File: src/rtl/fetch_pkg.sv
// Shared definitions for the instruction fetch stage.
//   - default bus widths and timeout
//   - FSM state encoding (plain constants so older tools and dumps stay compatible)
//   - helper to tell whether a state keeps an imem read outstanding
package fetch_pkg;

    localparam int unsigned DEFAULT_ADDR_W  = 32;
    localparam int unsigned DEFAULT_INSTR_W = 32;
    localparam int unsigned DEFAULT_TIMEOUT = 255;

    // Width of the imem-ack timeout counter; TIMEOUT must fit in it.
    localparam int unsigned TIMER_W = 8;

    typedef logic [2:0] fetchState_t;

    localparam fetchState_t IDLE    = 3'd0;
    localparam fetchState_t REQ     = 3'd1;
    localparam fetchState_t ADV     = 3'd2;
    localparam fetchState_t DISCARD = 3'd3;
    localparam fetchState_t ERR     = 3'd4;

    // A read stays requested until acked, even once its data is unwanted.
    function automatic logic reqActive(input fetchState_t state);
        return (state == REQ) || (state == DISCARD);
    endfunction

endpackage

File: src/rtl/instruction_fetch_if.sv
// Bus bundle between the fetch stage and its neighbours.
//   imem_req/imem_addr -> instruction memory, imem_ack/imem_rdata <- memory
//   instr_valid/instr/instr_pc -> decode, instr_ready <- decode
// master: the fetch stage; slave: memory + decode side (testbench or wrapper).
interface instruction_fetch_if
    import fetch_pkg::*;
#(
    parameter int unsigned ADDR_W  = DEFAULT_ADDR_W,
    parameter int unsigned INSTR_W = DEFAULT_INSTR_W
) ();

    logic               imem_req;
    logic [ADDR_W-1:0]  imem_addr;
    logic               imem_ack;
    logic [INSTR_W-1:0] imem_rdata;

    logic               instr_valid;
    logic [INSTR_W-1:0] instr;
    logic [ADDR_W-1:0]  instr_pc;
    logic               instr_ready;

    modport master (
        output imem_req, imem_addr,
        input  imem_ack, imem_rdata,
        output instr_valid, instr, instr_pc,
        input  instr_ready
    );

    modport slave (
        input  imem_req, imem_addr,
        output imem_ack, imem_rdata,
        input  instr_valid, instr, instr_pc,
        output instr_ready
    );

endinterface

File: src/rtl/fetch_queue.sv
// Two-entry FIFO of {pc, instruction} pairs between fetch and decode.
//   clk, rst_n        clock, async active-low reset (clears storage too)
//   push/pushPc/pushInstr  write one pair (ignored when full)
//   pop               remove the head (ignored when empty)
//   clear             drop all entries; overrides push and pop
//   count             number of valid entries (0..2)
//   headPc/headInstr  oldest entry
module fetch_queue
    import fetch_pkg::*;
#(
    parameter int unsigned ADDR_W  = DEFAULT_ADDR_W,
    parameter int unsigned INSTR_W = DEFAULT_INSTR_W
) (
    input  logic               clk,
    input  logic               rst_n,
    input  logic               push,
    input  logic [ADDR_W-1:0]  pushPc,
    input  logic [INSTR_W-1:0] pushInstr,
    input  logic               pop,
    input  logic               clear,
    output logic [1:0]         count,
    output logic [ADDR_W-1:0]  headPc,
    output logic [INSTR_W-1:0] headInstr
);

    logic [ADDR_W-1:0]  pcMem    [2];
    logic [INSTR_W-1:0] instrMem [2];
    logic               wrPtr;
    logic               rdPtr;
    logic [1:0]         countQ;
    logic               doPush;
    logic               doPop;

    assign doPush = push && (countQ != 2'd2);
    assign doPop  = pop && (countQ != 2'd0);

    always_ff @(posedge clk or negedge rst_n) begin
        if (!rst_n) begin
            pcMem[0]    <= '0;
            pcMem[1]    <= '0;
            instrMem[0] <= '0;
            instrMem[1] <= '0;
            wrPtr       <= 1'b0;
            rdPtr       <= 1'b0;
            countQ      <= 2'd0;
        end else if (clear) begin
            wrPtr  <= 1'b0;
            rdPtr  <= 1'b0;
            countQ <= 2'd0;
        end else begin
            if (doPush) begin
                pcMem[wrPtr]    <= pushPc;
                instrMem[wrPtr] <= pushInstr;
                wrPtr           <= ~wrPtr;
            end
            if (doPop) begin
                rdPtr <= ~rdPtr;
            end
            if (doPush && !doPop) begin
                countQ <= countQ + 2'd1;
            end else if (!doPush && doPop) begin
                countQ <= countQ - 2'd1;
            end
        end
    end

    assign count     = countQ;
    assign headPc    = pcMem[rdPtr];
    assign headInstr = instrMem[rdPtr];

endmodule

File: src/rtl/instruction_fetch.sv
// Fetch stage between the program counter and decode.
// Latches pc, reads one instruction over a req/ack memory port, queues
// {pc, instr} for decode and pulses pc_advance so the PC stage steps on.
//   clk, rst_n   clock, async active-low reset
//   pc           current PC (word address, used verbatim)
//   flush        redirect: pc already holds the target; queue and any
//                in-flight read are discarded
//   pc_advance   one-cycle pulse after each accepted instruction
//   fetch_err    sticky: memory did not ack within TIMEOUT cycles
//   bus          imem request/response and decode handshake (master side)
module instruction_fetch
    import fetch_pkg::*;
#(
    parameter int unsigned ADDR_W  = DEFAULT_ADDR_W,
    parameter int unsigned INSTR_W = DEFAULT_INSTR_W,
    parameter int unsigned TIMEOUT = DEFAULT_TIMEOUT  // 1..255
) (
    input  logic              clk,
    input  logic              rst_n,
    input  logic [ADDR_W-1:0] pc,
    input  logic              flush,
    output logic              pc_advance,
    output logic              fetch_err,
    instruction_fetch_if.master bus
);

    // The request is dropped on the edge where the counter would reach TIMEOUT,
    // so imem_req is high for exactly TIMEOUT cycles.
    localparam logic [TIMER_W-1:0] TimeoutLast = TIMER_W'(TIMEOUT - 1);

    fetchState_t        stateQ, stateD;
    logic [ADDR_W-1:0]  addrQ, addrD;
    logic [TIMER_W-1:0] timerQ, timerD;

    logic               qPush;
    logic               qPop;
    logic [1:0]         qCount;
    logic [ADDR_W-1:0]  headPc;
    logic [INSTR_W-1:0] headInstr;

    always_comb begin
        stateD = stateQ;
        addrD  = addrQ;
        timerD = timerQ;
        qPush  = 1'b0;
        case (stateQ)
            IDLE: begin
                // At most one read outstanding, so count<2 guarantees room.
                if (!flush && (qCount != 2'd2)) begin
                    addrD  = pc;
                    timerD = '0;
                    stateD = REQ;
                end
            end
            REQ: begin
                if (bus.imem_ack) begin
                    if (!flush) begin
                        qPush  = 1'b1;
                        stateD = ADV;
                    end else begin
                        stateD = IDLE;
                    end
                end else if (timerQ == TimeoutLast) begin
                    stateD = ERR;
                end else if (flush) begin
                    // Keep the request up until its ack, then throw the data away.
                    timerD = '0;
                    stateD = DISCARD;
                end else begin
                    timerD = timerQ + 1'b1;
                end
            end
            DISCARD: begin
                if (bus.imem_ack) begin
                    stateD = IDLE;
                end else if (timerQ == TimeoutLast) begin
                    stateD = ERR;
                end else begin
                    timerD = timerQ + 1'b1;
                end
            end
            ADV: begin
                stateD = IDLE;
            end
            ERR: begin
                stateD = ERR;
            end
            default: begin
                stateD = IDLE;
            end
        endcase
    end

    always_ff @(posedge clk or negedge rst_n) begin
        if (!rst_n) begin
            stateQ <= IDLE;
            addrQ  <= '0;
            timerQ <= '0;
        end else begin
            stateQ <= stateD;
            addrQ  <= addrD;
            timerQ <= timerD;
        end
    end

    assign qPop = (qCount != 2'd0) && bus.instr_ready;

    fetch_queue #(
        .ADDR_W  (ADDR_W),
        .INSTR_W (INSTR_W)
    ) queue (
        .clk       (clk),
        .rst_n     (rst_n),
        .push      (qPush),
        .pushPc    (addrQ),
        .pushInstr (bus.imem_rdata),
        .pop       (qPop),
        .clear     (flush),
        .count     (qCount),
        .headPc    (headPc),
        .headInstr (headInstr)
    );

    assign bus.imem_req    = reqActive(stateQ);
    assign bus.imem_addr   = addrQ;
    assign bus.instr_valid = (qCount != 2'd0);
    assign bus.instr       = headInstr;
    assign bus.instr_pc    = headPc;
    assign pc_advance      = (stateQ == ADV);
    assign fetch_err       = (stateQ == ERR);

endmodule

File: src/flat_wrapper.sv
// flat-port wrapper written by rule: the top's interface ports become plain ports
module instruction_fetch_flat import fetch_pkg::*;
#(
    parameter int unsigned ADDR_W  = DEFAULT_ADDR_W,
    parameter int unsigned INSTR_W = DEFAULT_INSTR_W,
    parameter int unsigned TIMEOUT = DEFAULT_TIMEOUT           
)
  (clk, rst_n, pc, flush, pc_advance, fetch_err, bus_imem_req, bus_imem_addr, bus_imem_ack, bus_imem_rdata, bus_instr_valid, bus_instr, bus_instr_pc, bus_instr_ready);
  instruction_fetch_if #(.ADDR_W(ADDR_W), .INSTR_W(INSTR_W)) bus_i ();
  input  logic clk;
  input  logic rst_n;
  input  logic [ADDR_W-1:0] pc;
  input  logic flush;
  output logic pc_advance;
  output logic fetch_err;
  output wire logic [$bits(bus_i.imem_req)-1:0] bus_imem_req;
  output wire logic [$bits(bus_i.imem_addr)-1:0] bus_imem_addr;
  input wire logic [$bits(bus_i.imem_ack)-1:0] bus_imem_ack;
  input wire logic [$bits(bus_i.imem_rdata)-1:0] bus_imem_rdata;
  output wire logic [$bits(bus_i.instr_valid)-1:0] bus_instr_valid;
  output wire logic [$bits(bus_i.instr)-1:0] bus_instr;
  output wire logic [$bits(bus_i.instr_pc)-1:0] bus_instr_pc;
  input wire logic [$bits(bus_i.instr_ready)-1:0] bus_instr_ready;
  assign bus_imem_req = bus_i.imem_req;
  assign bus_imem_addr = bus_i.imem_addr;
  assign bus_i.imem_ack = bus_imem_ack;
  assign bus_i.imem_rdata = bus_imem_rdata;
  assign bus_instr_valid = bus_i.instr_valid;
  assign bus_instr = bus_i.instr;
  assign bus_instr_pc = bus_i.instr_pc;
  assign bus_i.instr_ready = bus_instr_ready;
  instruction_fetch #(.ADDR_W(ADDR_W), .INSTR_W(INSTR_W), .TIMEOUT(TIMEOUT)) u_core (.clk(clk), .rst_n(rst_n), .pc(pc), .flush(flush), .pc_advance(pc_advance), .fetch_err(fetch_err), .bus(bus_i));
endmodule
File: config.mk
export PLATFORM = sky130hd
export DESIGN_NAME = instruction_fetch_flat
export DESIGN_NICKNAME = d
export VERILOG_FILES = /design/src/rtl/fetch_pkg.sv /design/src/rtl/instruction_fetch_if.sv /design/src/rtl/fetch_queue.sv /design/src/rtl/instruction_fetch.sv /design/src/flat_wrapper.sv
export SDC_FILE = /design/constraint.sdc
export NUM_CORES = 1
export LEC_CHECK = 0
export ABC_CLOCK_PERIOD_IN_PS = 2500
export CAP_MARGIN = 20
export CORE_MARGIN = 4
export CORE_UTILIZATION = 53
export CTS_BUF_LIST = sky130_fd_sc_hd__clkbuf_8
export DETAILED_ROUTE_END_ITERATION = 12
export PLACE_DENSITY = 0.81
export SYNTH_ARGS = -nofsm -noshare
export SYNTH_HDL_FRONTEND = slang
export SYNTH_SLANG_ARGS = --single-unit
File: constraint.sdc
create_clock -name clk -period 2.5 [get_ports clk]
set_input_delay 0.5 -clock clk [delete_from_list [all_inputs] [get_ports clk]]
set_output_delay 0.5 -clock clk [all_outputs]
set_load 0.005 [all_outputs]
==> Yosys cells after proc, flatten, opt, wreduce, memory -nomap -nowiden <==
Cells that the tools add are included.
{ "totals": {"word_cells": 90, "register_bits": 175, "out_inout_bits": 100} }
{ "op_classes": {"bitwise": 5, "n_addsub": 3, "reduce_logical": 21, "n_eq_ne": 13, "n_lt_le_gt_ge": 3, "n_mux": 35} }
{ "op_table": {"columns": ["cell", "count"], "rows": [
  ["32-bit 2-to-1 mux", 7],
  ["64-bit bitwise mux", 2],
  ["8-bit 2-to-1 mux", 6],
  ["32-bit demux with 1-bit select", 1],
  ["8-bit one-hot mux with 3 select lines", 1],
  ["3-bit 2-to-1 mux", 6],
  ["3-bit one-hot mux with 4 select lines", 1],
  ["2-bit != test (second input constant)", 5],
  ["8-bit by 1-bit adder with 8-bit output (second input constant)", 1],
  ["8-bit equality test (second input constant)", 1],
  ["2-bit 2-to-1 mux", 4],
  ["1-bit logical AND", 7],
  ["1-bit 2-to-1 mux", 7],
  ["3-bit by 2-bit equality test with 1-bit output (second input constant)", 2],
  ["6-bit AND reduction", 1],
  ["2-bit nonzero test", 3],
  ["3-bit nonzero test", 2],
  ["2-bit >= comparator (second input constant)", 2],
  ["4-bit by 3-bit != test with 1-bit output (second input constant)", 1],
  ["1-bit NOT with 2-bit output", 2],
  ["2-bit AND reduction", 2],
  ["3-bit by 1-bit equality test with 1-bit output (second input constant)", 1],
  ["3-bit equality test (second input constant)", 1],
  ["1-bit logical NOT", 3],
  ["other kinds (9)", 11]
]} }

==> Longest topological paths before layout <==
{ "logic_depth": {"ltp_word": 9, "depth_mapped": 7, "depth_no_buf": 5} }

==> Cells and area by module <==
From an unflattened synthesis, not the netlist that was laid out.
{ "unflattened": {"hier_cells": 500, "area_unflattened_um2": 7744.9} }
{ "by_module_without_submodules": {"columns": ["mod", "n_inst", "cells_per_inst", "seq_area_each_um2", "area_each_um2"], "rows": [
  ["fetch_queue", 1, 364, 3303.2, 5734.2],
  ["instruction_fetch", 1, 136, 1076.0, 2010.7]
]} }

==> Worst setup path before layout <==
Ideal clock, no wire load.
{ "synth_timing": {"path_type": "reg2reg", "startpoint": "register u_core.stateQ[2]", "endpoint": "register u_core.queue.instrMem[32] in the netlist's numbering", "period_less_slack_ns": 2.042, "path_stages_with_launch": 8, "t_arrival_ns": 1.917, "path_slack_ns": 0.458, "t_required_ns": 2.375, "path_cell_list": "dfrtp_1 nand2b_1 buf_6 inv_2 nand3_4 nor4_4 buf_6 mux2_4"} }
{ "synth_between": {"elab_chain_len": 4} }
{ "synth_rtl": {"columns": ["item", "line", "source"], "rows": [
  ["from (decl)", "instruction_fetch.sv:31", "fetchState_t stateQ, stateD;"],
  ["from (signal assigned)", "instruction_fetch.sv:100", "stateQ <= stateD;"],
  ["3-bit by 1-bit equality test with 1-bit output", "instruction_fetch.sv:46", "case (stateQ)"],
  ["1-bit 2-to-1 mux", "instruction_fetch.sv:46", null],
  ["1-bit logical AND", "fetch_queue.sv:34", "assign doPush = push && (countQ != 2'd2);"],
  ["2-bit AND reduction (no source line)", null, null],
  ["to (signal, indexed assignment)", "fetch_queue.sv:53", "instrMem[wrPtr] <= pushInstr;"],
  ["to (decl)", "fetch_queue.sv:27", "logic [INSTR_W-1:0] instrMem [2];"]
]} }
No other way between the ends.
A chain may end at the register's enable or synchronous reset.

==> Worst setup path after layout <==
{ "layout_timing": {"startpoint": "register u_core.queue.rdPtr", "endpoint": "output bus_instr_pc[18]"} }
{ "layout_between": {"elab_chain_len": 4} }
{ "layout_rtl": {"columns": ["item", "line", "source"], "rows": [
  ["from (decl)", "fetch_queue.sv:29", "logic rdPtr;"],
  ["from (signal assigned)", "fetch_queue.sv:57", "rdPtr <= ~rdPtr;"],
  ["1-bit NOT with 2-bit output (not written as such)", "fetch_queue.sv:68", "assign headPc = pcMem[rdPtr];"],
  ["32-bit 2-to-1 mux (not written as such) (3 in a row)", "fetch_queue.sv:68", null],
  ["to (decl)", "flat_wrapper.sv:22", "output wire logic [$bits(bus_i.instr_pc)-1:0] bus_instr_pc;"]
]} }
No other way between the ends. The select of a mux whose other input is x is not followed.

==> results.ini <==
[run_status]
status = finished clean

[logic_synthesis]
synth_cells = 503
ys_seq_elements = 175
synth_area_leader_cell = dfrtp_1
syn_area_um2 = 7800
ys_types = 39
synth_nets = 574
synthTopCellsByArea = dfrtp_1 56%, mux2_2 24%, mux2_4 12%
yosys.area.top_type_share_pct = 56.14
avgSynthCellArea_um2 = 15.51
yosysWarnings = 0
seq_area_frac_synth_pct = 56.14

[place]
gp_congestion = 0.8014
dp_worst_setup_slack_ns = -0.02403
io_buffer_count = 168
dpl_cell_area_um2 = 9809
placed_cells = 846
dp_hpwl_mm = 11.56

[finish]
multi_input_area_um2 = 3246
fin_cells = 892
final_common_cell = dfrtp_1
diodes = 0
fin_area_um2 = 10590
num-fill-cells = 913
finalNetCount = 766
syn2layout_area_growth_pct = 35.74
drive_above_1_share_pct = 42.09
regArea_um2 = 4380
layout_common_cells = 174 x dfrtp_1, 164 x mux2_2, 106 x clkdlybuf4s50_1

[detailed_routing]
viasPerCell = 5.378
final_antenna_net_count = 0
wl_per_cell_um = 19.93
dr.pass1.iters = 4
first_iter_violations = 245
drc = 0
wl_mm = 17.78
vias = 4797

[setup_path]
end_kind = output port
cp.required_ns = 2.00
crit_fanout = 7
worstPathArrival_ns = 1.93
startpoint_type = flop
worstSetupPathType = flop to output port

[power_and_ir_drop]
p_seq_share_pct = 41.6
switching_power_uw = 3460
combinationalPowerShare_pct = 41.3
p_per_area_nw_per_um2 = 1140
clock_power_share_pct = 17.0
ir_drop_uv = 692.9
p_leak_uw = 0.005242
internal_power_uw = 8614
swShare_pct = 28.66

[floorplan]
dieArea_um2 = 16720
fp.dieW_um = 129.3
fp.dieH_um = 129.3
coreArea_um2 = 14480
ios = 169
initial_core_util_pct = 53.87
num_rows = 44

[clock_network]
root_buffer = clkbuf_8
clock_latency_ns = 0.45
cts_buffers = 17
clk_path_buf_depth = 2
clk_pin_slew_ns = 0.09
cts_tree = done
htree_levels = 4
clock-sinks = 175

[timing]
maxSlewViolCount = 0
setup_violations = 0
hold_violations = 0
fmaxAchievable_ghz = 0.4111
rsz0062_at_grt = false
tns_ns = 0
finalCriticalPeriod_ns = 2.433
worst_pin_slew_ns = 0.7168
post-route-period-util_pct = 97.31
skew_ns = 0.006660
setup_slack_ns = 0.06732
slew_headroom_pct = 51.84

[global_route]
track_usage_pct = 21.30
gr-total-overflow = 0
grt_max_degree = 62
grt_pass1_vias = 5278
antenna_found_initial = 0
grt_pass1_wl_mm = 27.52

[min_path]
hold_class = flop to flop

[run]
cap_violations = 0

-- synth_stat cells (all sizes together) --
library cell	n
a21boi	1
a21o	1
a21oi	5
a31oi	6
and2	1
and3	3
and3b	1
and4	1
and4bb	1
buf	18
clkbuf	8
dfrtp	175
ha	2
inv	8
mux2	224
mux2i	2
nand2	5
nand2b	1
nand3	5
nand3b	2
nand4	3
nor2	7
nor2b	2
nor3	3
nor3b	2
nor4	1
o211ai	3
o21ai	2
o21bai	1
o221a	1
o221ai	1
or3	6
xor2	1
-- power by group through the flow --
stage | sequential (µW) | combinational (µW) | clock (µW)
2_1_floorplan | 4790 | 2750 | 0
3_3_place_gp | 4940 | 4990 | 0
3_5_place_dp | 5050 | 5100 | 0
4_1_cts | 5010 | 5200 | 2120
5_1_grt | 5180 | 5370 | 2230
6_report | 5020 | 4990 | 2060
-- per-stage QoR --
step / total power (µW) / hold WS, ns / util (%)
global placement: 9926 / 0.4720 / 67.75
finish: 12070 / 0.5071 / 73.12
floorplan: 7533 / 0.2044 / -
CTS: 12330 / 0.5102 / 71.48
global route: 12780 / 0.5200 / 73.12
detailed placement: 10150 / 0.4749 / 67.75
-- path summary, 6_finish.rpt --
path	startpoint	endpoint	slack [ns]	depth (start not counted)
worst min-delay path	u_core.queue.instrMem[17]	u_core.queue.instrMem[17]	0.51	1
worst max-delay path	u_core.queue.rdPtr	bus_instr_pc[18]	0.07	4
worst min register to register	u_core.queue.instrMem[17]	u_core.queue.instrMem[17]	0.51	1
worst max register to register	u_core.stateQ[2]	u_core.queue.pcMem[51]	0.37	6
max in group asynchronous	rst_n	u_core.queue.rdPtr	1.19	3
min in group asynchronous	rst_n	u_core.queue.instrMem[18]	0.56	2
-- critical path, stage by stage (launching register included) --
cell	delay (ns)
dfrtp_2	0.38
buf_12	0.15
buf_16	0.15
mux2_2	0.34
clkdlybuf4s50_1	0.46
-- kinds of logic after synthesis --
family	Yosys count	synth area share [%]
buf+inv	34	2.486
compound gates	21	1.765
simple gates	44	3.690
fa+ha+maj	2	0.3208
mux	226	35.48
xor+xnor	1	0.1123
flops	175	56.14
-- final cells by class --
cell class	instances	share of cell area [%]
multi-input combinational	294	30.65
clock buffer	19	2.470
sequential	175	41.37
timing repair buffer	199	21.52
clock inverter	13	1.524
inverter	8	0.2836
tap	184	2.174
-- sequential cells by signal, summed over array words and instances (netlist names) --
register / count
u_core.timerQ: 8
u_core.bus.imem_addr: 32
u_core.queue.wrPtr: 1
u_core.queue.instrMem: 64
u_core.queue.count: 2
u_core.stateQ: 3
u_core.queue.pcMem: 64
u_core.queue.rdPtr: 1
-- layer usage --
| layer | vias to the layer above | track usage (%) | routed length (µm) | part of all wire [%] |
|---|---|---|---|---|
| met1 | 2438 | 27.09 | 7557 | 42 |
| met2 | 151 | 35.67 | 8904 | 50 |
| li1 | 2193 | - | - | - |
| met4 | 0 | 6.300 | 179 | 1.0 |
| met3 | 15 | 6.142 | 1140 | 6.4 |
| met5 | - | 0 | 0 | 0 |
-- timing repair --
item	CTS	global route
gates resized for setup	7	60
hold buffers	1	0
cloned	3	1
buffers inserted	1	8
endpoints found under the setup margin	51	62
endpoints found under the hold margin	42	0
(Power assumes the default switching activity.)
